<file path="src/rtl/satu_rr_scheduler.sv">
// Round-robin, burst-locking scheduler that shares one registered INT18->INT16 saturator among NUM_REQ lanes.
// Optional saturation statistics (sat_count, stats_clr) are built only when SATU_STATS_EN is defined.
module satu_rr_scheduler #(
   parameter int NUM_REQ   = 4,
   parameter int IN_W      = 18,
   parameter int OUT_W     = 16,
   parameter int ID_W      = 2,
   parameter int BURST_LEN = 8
) (
   input  logic                    clk,
   input  logic                    rst_n,
   input  logic [NUM_REQ-1:0]      req_valid,
   input  logic [NUM_REQ*IN_W-1:0] req_data,
   output logic [NUM_REQ-1:0]      req_ready,
   output logic                    out_valid,
   output logic [OUT_W-1:0]        out_data,
   output logic [ID_W-1:0]         out_id,
   output logic                    out_sat,
   input  logic                    out_ready,
   output logic                    busy
`ifdef SATU_STATS_EN
   ,
   output logic [31:0]             sat_count,
   input  logic                    stats_clr
`endif
);

   localparam int K     = IN_W - OUT_W + 1;
   localparam int CNT_W = $clog2(BURST_LEN + 1);

   // Handshake: a beat moves on a lane in a cycle where req_valid[i] & req_ready[i]
   // at the rising edge; the result leaves when out_valid & out_ready at the edge.
   typedef enum logic {
      ST_IDLE = 1'b0,
      ST_LOCK = 1'b1
   } state_e;

   state_e            state_q, state_d;
   logic [ID_W-1:0]   ptr_q, ptr_d;
   logic [ID_W-1:0]   owner_q, owner_d;
   logic [CNT_W-1:0]  cnt_q, cnt_d;
   logic              out_valid_q, out_valid_d;
   logic [OUT_W-1:0]  out_data_q, out_data_d;
   logic [ID_W-1:0]   out_id_q, out_id_d;
   logic              out_sat_q, out_sat_d;

   logic [ID_W-1:0]   idle_owner;
   logic [ID_W-1:0]   owner;
   logic              found;
   logic              have_owner;
   logic              can_load;
   logic              owner_valid;
   logic              accept;
   logic              release_own;
   logic [CNT_W-1:0]  cnt_inc;
   logic [IN_W-1:0]   sel_data;
   logic [K-1:0]      top_bits;
   logic [OUT_W-1:0]  sat_data;
   logic              sat_clip;

   // First valid lane at or after ptr, wrapping around.
   always_comb begin : arbiter
      int              lane;
      logic [ID_W-1:0] lane_idx;
      found      = 1'b0;
      idle_owner = ptr_q;
      lane       = 0;
      lane_idx   = '0;
      for (int k = 0; k < NUM_REQ; k++) begin
         lane = int'(ptr_q) + k;
         if (lane >= NUM_REQ) lane = lane - NUM_REQ;
         lane_idx = ID_W'(lane);
         if (!found && req_valid[lane_idx]) begin
            found      = 1'b1;
            idle_owner = lane_idx;
         end
      end
   end

   always_comb begin : grant
      owner       = (state_q == ST_LOCK) ? owner_q : idle_owner;
      have_owner  = (state_q == ST_LOCK) | found;
      can_load    = !out_valid_q | out_ready;
      owner_valid = req_valid[owner];
      accept      = have_owner & can_load & owner_valid;
      req_ready   = '0;
      if (have_owner && can_load) req_ready[owner] = 1'b1;
   end

   always_comb begin : saturate
      sel_data = req_data[owner*IN_W +: IN_W];
      top_bits = sel_data[IN_W-1 -: K];
      sat_clip = 1'b0;
      sat_data = sel_data[OUT_W-1:0];
      if (!sel_data[IN_W-1] && (|top_bits)) begin
         sat_clip = 1'b1;
         sat_data = {1'b0, {(OUT_W-1){1'b1}}};
      end else if (sel_data[IN_W-1] && !(&top_bits)) begin
         sat_clip = 1'b1;
         sat_data = {1'b1, {(OUT_W-1){1'b0}}};
      end
   end

   always_comb begin : fsm_next
      state_d     = state_q;
      owner_d     = owner_q;
      cnt_d       = cnt_q;
      ptr_d       = ptr_q;
      release_own = 1'b0;
      cnt_inc     = cnt_q + CNT_W'(1);
      case (state_q)
         ST_IDLE: begin
            if (accept) begin
               if (BURST_LEN == 1) begin
                  release_own = 1'b1;
               end else begin
                  state_d = ST_LOCK;
                  owner_d = owner;
                  cnt_d   = CNT_W'(1);
               end
            end
         end
         ST_LOCK: begin
            if (accept) begin
               cnt_d = cnt_inc;
               if (cnt_inc == CNT_W'(BURST_LEN)) release_own = 1'b1;
            end else if (!owner_valid) begin
               release_own = 1'b1;
            end
         end
         default: state_d = ST_IDLE;
      endcase
      if (release_own) begin
         state_d = ST_IDLE;
         cnt_d   = '0;
         ptr_d   = (owner == ID_W'(NUM_REQ - 1)) ? '0 : owner + ID_W'(1);
      end
   end

   // A new load replaces the held result in the same edge, so no bubble under out_ready.
   always_comb begin : out_next
      out_valid_d = out_valid_q;
      out_data_d  = out_data_q;
      out_id_d    = out_id_q;
      out_sat_d   = out_sat_q;
      if (accept) begin
         out_valid_d = 1'b1;
         out_data_d  = sat_data;
         out_id_d    = owner;
         out_sat_d   = sat_clip;
      end else if (out_ready) begin
         out_valid_d = 1'b0;
      end
   end

   always_ff @(posedge clk or negedge rst_n) begin
      if (!rst_n) begin
         state_q     <= ST_IDLE;
         ptr_q       <= '0;
         owner_q     <= '0;
         cnt_q       <= '0;
         out_valid_q <= 1'b0;
         out_data_q  <= '0;
         out_id_q    <= '0;
         out_sat_q   <= 1'b0;
      end else begin
         state_q     <= state_d;
         ptr_q       <= ptr_d;
         owner_q     <= owner_d;
         cnt_q       <= cnt_d;
         out_valid_q <= out_valid_d;
         out_data_q  <= out_data_d;
         out_id_q    <= out_id_d;
         out_sat_q   <= out_sat_d;
      end
   end

   assign out_valid = out_valid_q;
   assign out_data  = out_data_q;
   assign out_id    = out_id_q;
   assign out_sat   = out_sat_q;
   assign busy      = (state_q == ST_LOCK) | out_valid_q;

`ifdef SATU_STATS_EN
   logic [31:0] sat_count_q, sat_count_d;

   // Clear wins over a coinciding clipped load; the count sticks at all-ones.
   always_comb begin
      sat_count_d = sat_count_q;
      if (stats_clr) begin
         sat_count_d = '0;
      end else if (accept && sat_clip && (sat_count_q != 32'hFFFF_FFFF)) begin
         sat_count_d = sat_count_q + 32'd1;
      end
   end

   always_ff @(posedge clk or negedge rst_n) begin
      if (!rst_n) sat_count_q <= '0;
      else        sat_count_q <= sat_count_d;
   end

   assign sat_count = sat_count_q;
`endif

endmodule

</file>
<file path="config.mk">
export PLATFORM = sky130hd
export DESIGN_NAME = satu_rr_scheduler
export DESIGN_NICKNAME = d
export VERILOG_FILES = /design/src/rtl/satu_rr_scheduler.sv
export SDC_FILE = /design/constraint.sdc
export NUM_CORES = 1
export LEC_CHECK = 0
export CAP_MARGIN = 0
export CORE_UTILIZATION = 30
export DETAILED_ROUTE_END_ITERATION = 10
export GPL_TIMING_DRIVEN = 1
export PLACE_DENSITY = 0.66
export SYNTH_ARGS = -nofsm -noshare
export SYNTH_HDL_FRONTEND = slang
export SYNTH_SLANG_ARGS = --single-unit
</file>
<file path="constraint.sdc">
create_clock -name clk -period 2.9 [get_ports clk]
set_input_delay 0.435 -clock clk [delete_from_list [all_inputs] [get_ports clk]]
set_output_delay 0.435 -clock clk [all_outputs]
set_load 0.01 [all_outputs]
</file>
==> reports/qor.yml <==
skew_ns: 0.00346
finalCritPeriodShare_pct: 96.5
setup_slack_ns: 0.100
synth_area_leaders: "dfrtp_1, mux2i_1, nor3_1, o32a_1, ha_1"
cts.path.max_buffers: 2
yosysTopAreaCell: "dfrtp_1"
arrival_ns: 2.36
synth-async-reset-ratio_pct: 100
grt_pass1_vias: 2516
vias: 2481
relSlewSlack_pct: 71.9
hold_viol: 0
total_power_uw: 4040
die_x_um: 90.4
syn_area_sq_um: 2350
core_area_sq_um: 7410
htreeDepth: 2
track_usage_pct: 18.3
ys_types: 52
viasPerCell: 5.14
hp-class: "flop to flop"
avgSynthCellArea_sq_um: 9.50
syn-instance-count: 247
drv_cap: 0
power_density_nw_per_um2: 1040
rr_startpoint: "ptr_q[0]"
synth.top_cell.area_share_pct: 30.9
diodes: 0
nets: 468
tightest_slew_ns: 0.417
finalSetupViolations: 0
post-place-ws_ns: -0.312
rows: 31
slew_violations: 0
synth_nets: 332
die_y_um: 90.4
leakage_uw: 0.00166
critPathKind: "flop to output pin"
hold_slack_ns: 0.496
portBuffers: 103
grt_pass1_wl_um: 12100
ys_seq_area_share_pct: 30.9
cp-start-kind: "flop"
dp_hpwl_um: 5630
cts_tree: "done"
grt_max_degree: 30
nFillCells: 691
irDropWorstVdd_uv: 558
ys_seq_elements: 29
drtPass1Iterations: 4
max_freq_ghz: 0.357
start_util_pct: 31.7
dieArea_sq_um: 8180
cts_sinks: 29
cts_root_buf: "clkbuf_8"
clkTransAtPathRegs_ns: 0.06
min_period_ns: 2.80
crit_path_max_fanout: 6
clock_latency_ns: 0.28
antenna_found_initial: 0
wl_per_cell_um: 15.1
io_pins: 104
grt_overflow_total: 0
wl_um: 7290
synth_edf_count: 0
gp_congestion: 0.862
drt_drc_violations_left: 0
status: "finished, final reports clean"
cts_buffers: 5
final_layout_size_suffix_gt1_share_pct: 19.0
cp.required_ns: 2.47
crit_path_end_kind: "output pin"
utilization_pct: 52.4
ant_nets: 0
min_from: "out_data[15]"
synth_ff_type: "dfrtp_1"
startpoint: "ptr_q[0]"
area_growth_pct: 65.3
ys.warnings.count: 0
tns_ns: 0
dr.first_iter.drc_count: 62
where the power goes:
part	internal, uW	total (uW)	switching (uW)
Clock	214	374	160
Combinational	1540	2900	1360
Sequential	606	775	169
Total	2360	4040	1690
area by class of cell:
class | count | area, sq um | share of cell area, %
clock buffers | 7 | 96.3 | 2.48
clock inverters | 1 | 5.00 | 0.129
inverters | 10 | 37.5 | 0.968
multi-input cells | 191 | 1520 | 39.1
flip-flops and latches | 29 | 727 | 18.7
well taps | 99 | 124 | 3.19
repair buffers | 146 | 1370 | 35.4
worst max-delay path: stages (launching register included):
cell and delay [ns]:
dfrtp_1 0.46, or3b_1 0.39, a21o_1 0.21, o31ai_4 0.31, buf_6 0.15, ha_2 0.17, and2_1 0.13, dlygate4sd2_1 0.26
sequential cells by signal, summed over array words and instances (netlist names):
signal / flops
out_data: 16
cnt_q: 4
out_id: 2
owner_q: 2
ptr_q: 2
out_sat: 1
out_valid: 1
state_q: 1
cell usage in the layout, fill, tap and decap left out, drive strengths merged, types with 4 or more instances in the layout:
master         count
dfrtp             29
inv               10
ha                 6
mux2i             34
a21oi              7
o21ai              9
clkdlybuf4s50     95
nand2             15
mux2               5
nor3              31
buf               44
o32a              15
nor2              11
dlygate4sd2        4
o211ai             5
and2               5
nor2b              4
clkbuf             7
nand2b             4
metal layers:
metal / global-route usage, % / up-vias / wire length, um
li1: - / 1217 / -
met1: 24.1 / 1171 / 3380
met2: 30.3 / 82 / 3450
met3: 3.54 / 11 / 341
met4: 5.51 / 0 / 116
met5: 0 / - / 0
cell families after synthesis:
kind of cell               after synthesis  share of synthesized area [%]
muxes                                   42                           19.8
buffers and inverters                   27                           6.08
adders and majority gates                6                           3.20
DFF                                     29                           30.9
AOI/OAI and AO/OA                       61                           21.8
and+or+nand+nor                         81                           17.8
xor gates and xnor gates                 1                          0.373
cell usage after synthesis (2+ instances only):
cell type / count
buf_4: 3
o21ai_1: 3
clkbuf_1: 5
o211ai_1: 5
mux4_2: 3
nor2b_1: 4
a21oi_1: 6
a21boi_0: 3
nand2_1: 15
nor2_1: 11
o21ai_0: 6
mux2_1: 4
o32a_1: 15
a31oi_1: 2
buf_6: 3
and2_1: 5
inv_1: 8
o311ai_1: 2
a21o_1: 2
o32ai_1: 2
buf_2: 6
mux2i_1: 34
nand4_1: 2
inv_2: 2
nand2b_1: 4
nand3_1: 3
ha_1: 6
dfrtp_1: 29
nor3_1: 30
o41ai_1: 2
per-stage QoR:
stage                     instances  cell area (sq um)
after floorplan                 247               2350
after global placement          471               3700
after detailed placement        471               3700
after CTS                       482               3850
after global routing            483               3880
final                           483               3880
timing repair:
item	CTS	global route
buffers inserted	3	1
hold buffers	0	0
resized for setup	19	6
setup endpoints to repair	6	21
pin swaps	6	1
final timing paths:
check                      depth (start not counted)           end  slack [ns]
min in group asynchronous                          2   out_data[4]        0.55
max in group asynchronous                          2      ptr_q[1]        2.03
min                                                1  out_data[15]        0.50
max reg2reg                                        8      ptr_q[1]        0.11
max                                                7  req_ready[3]        0.10
min reg2reg                                        1  out_data[15]        0.50
No activity file was read; power rests on OpenSTA's default activity.
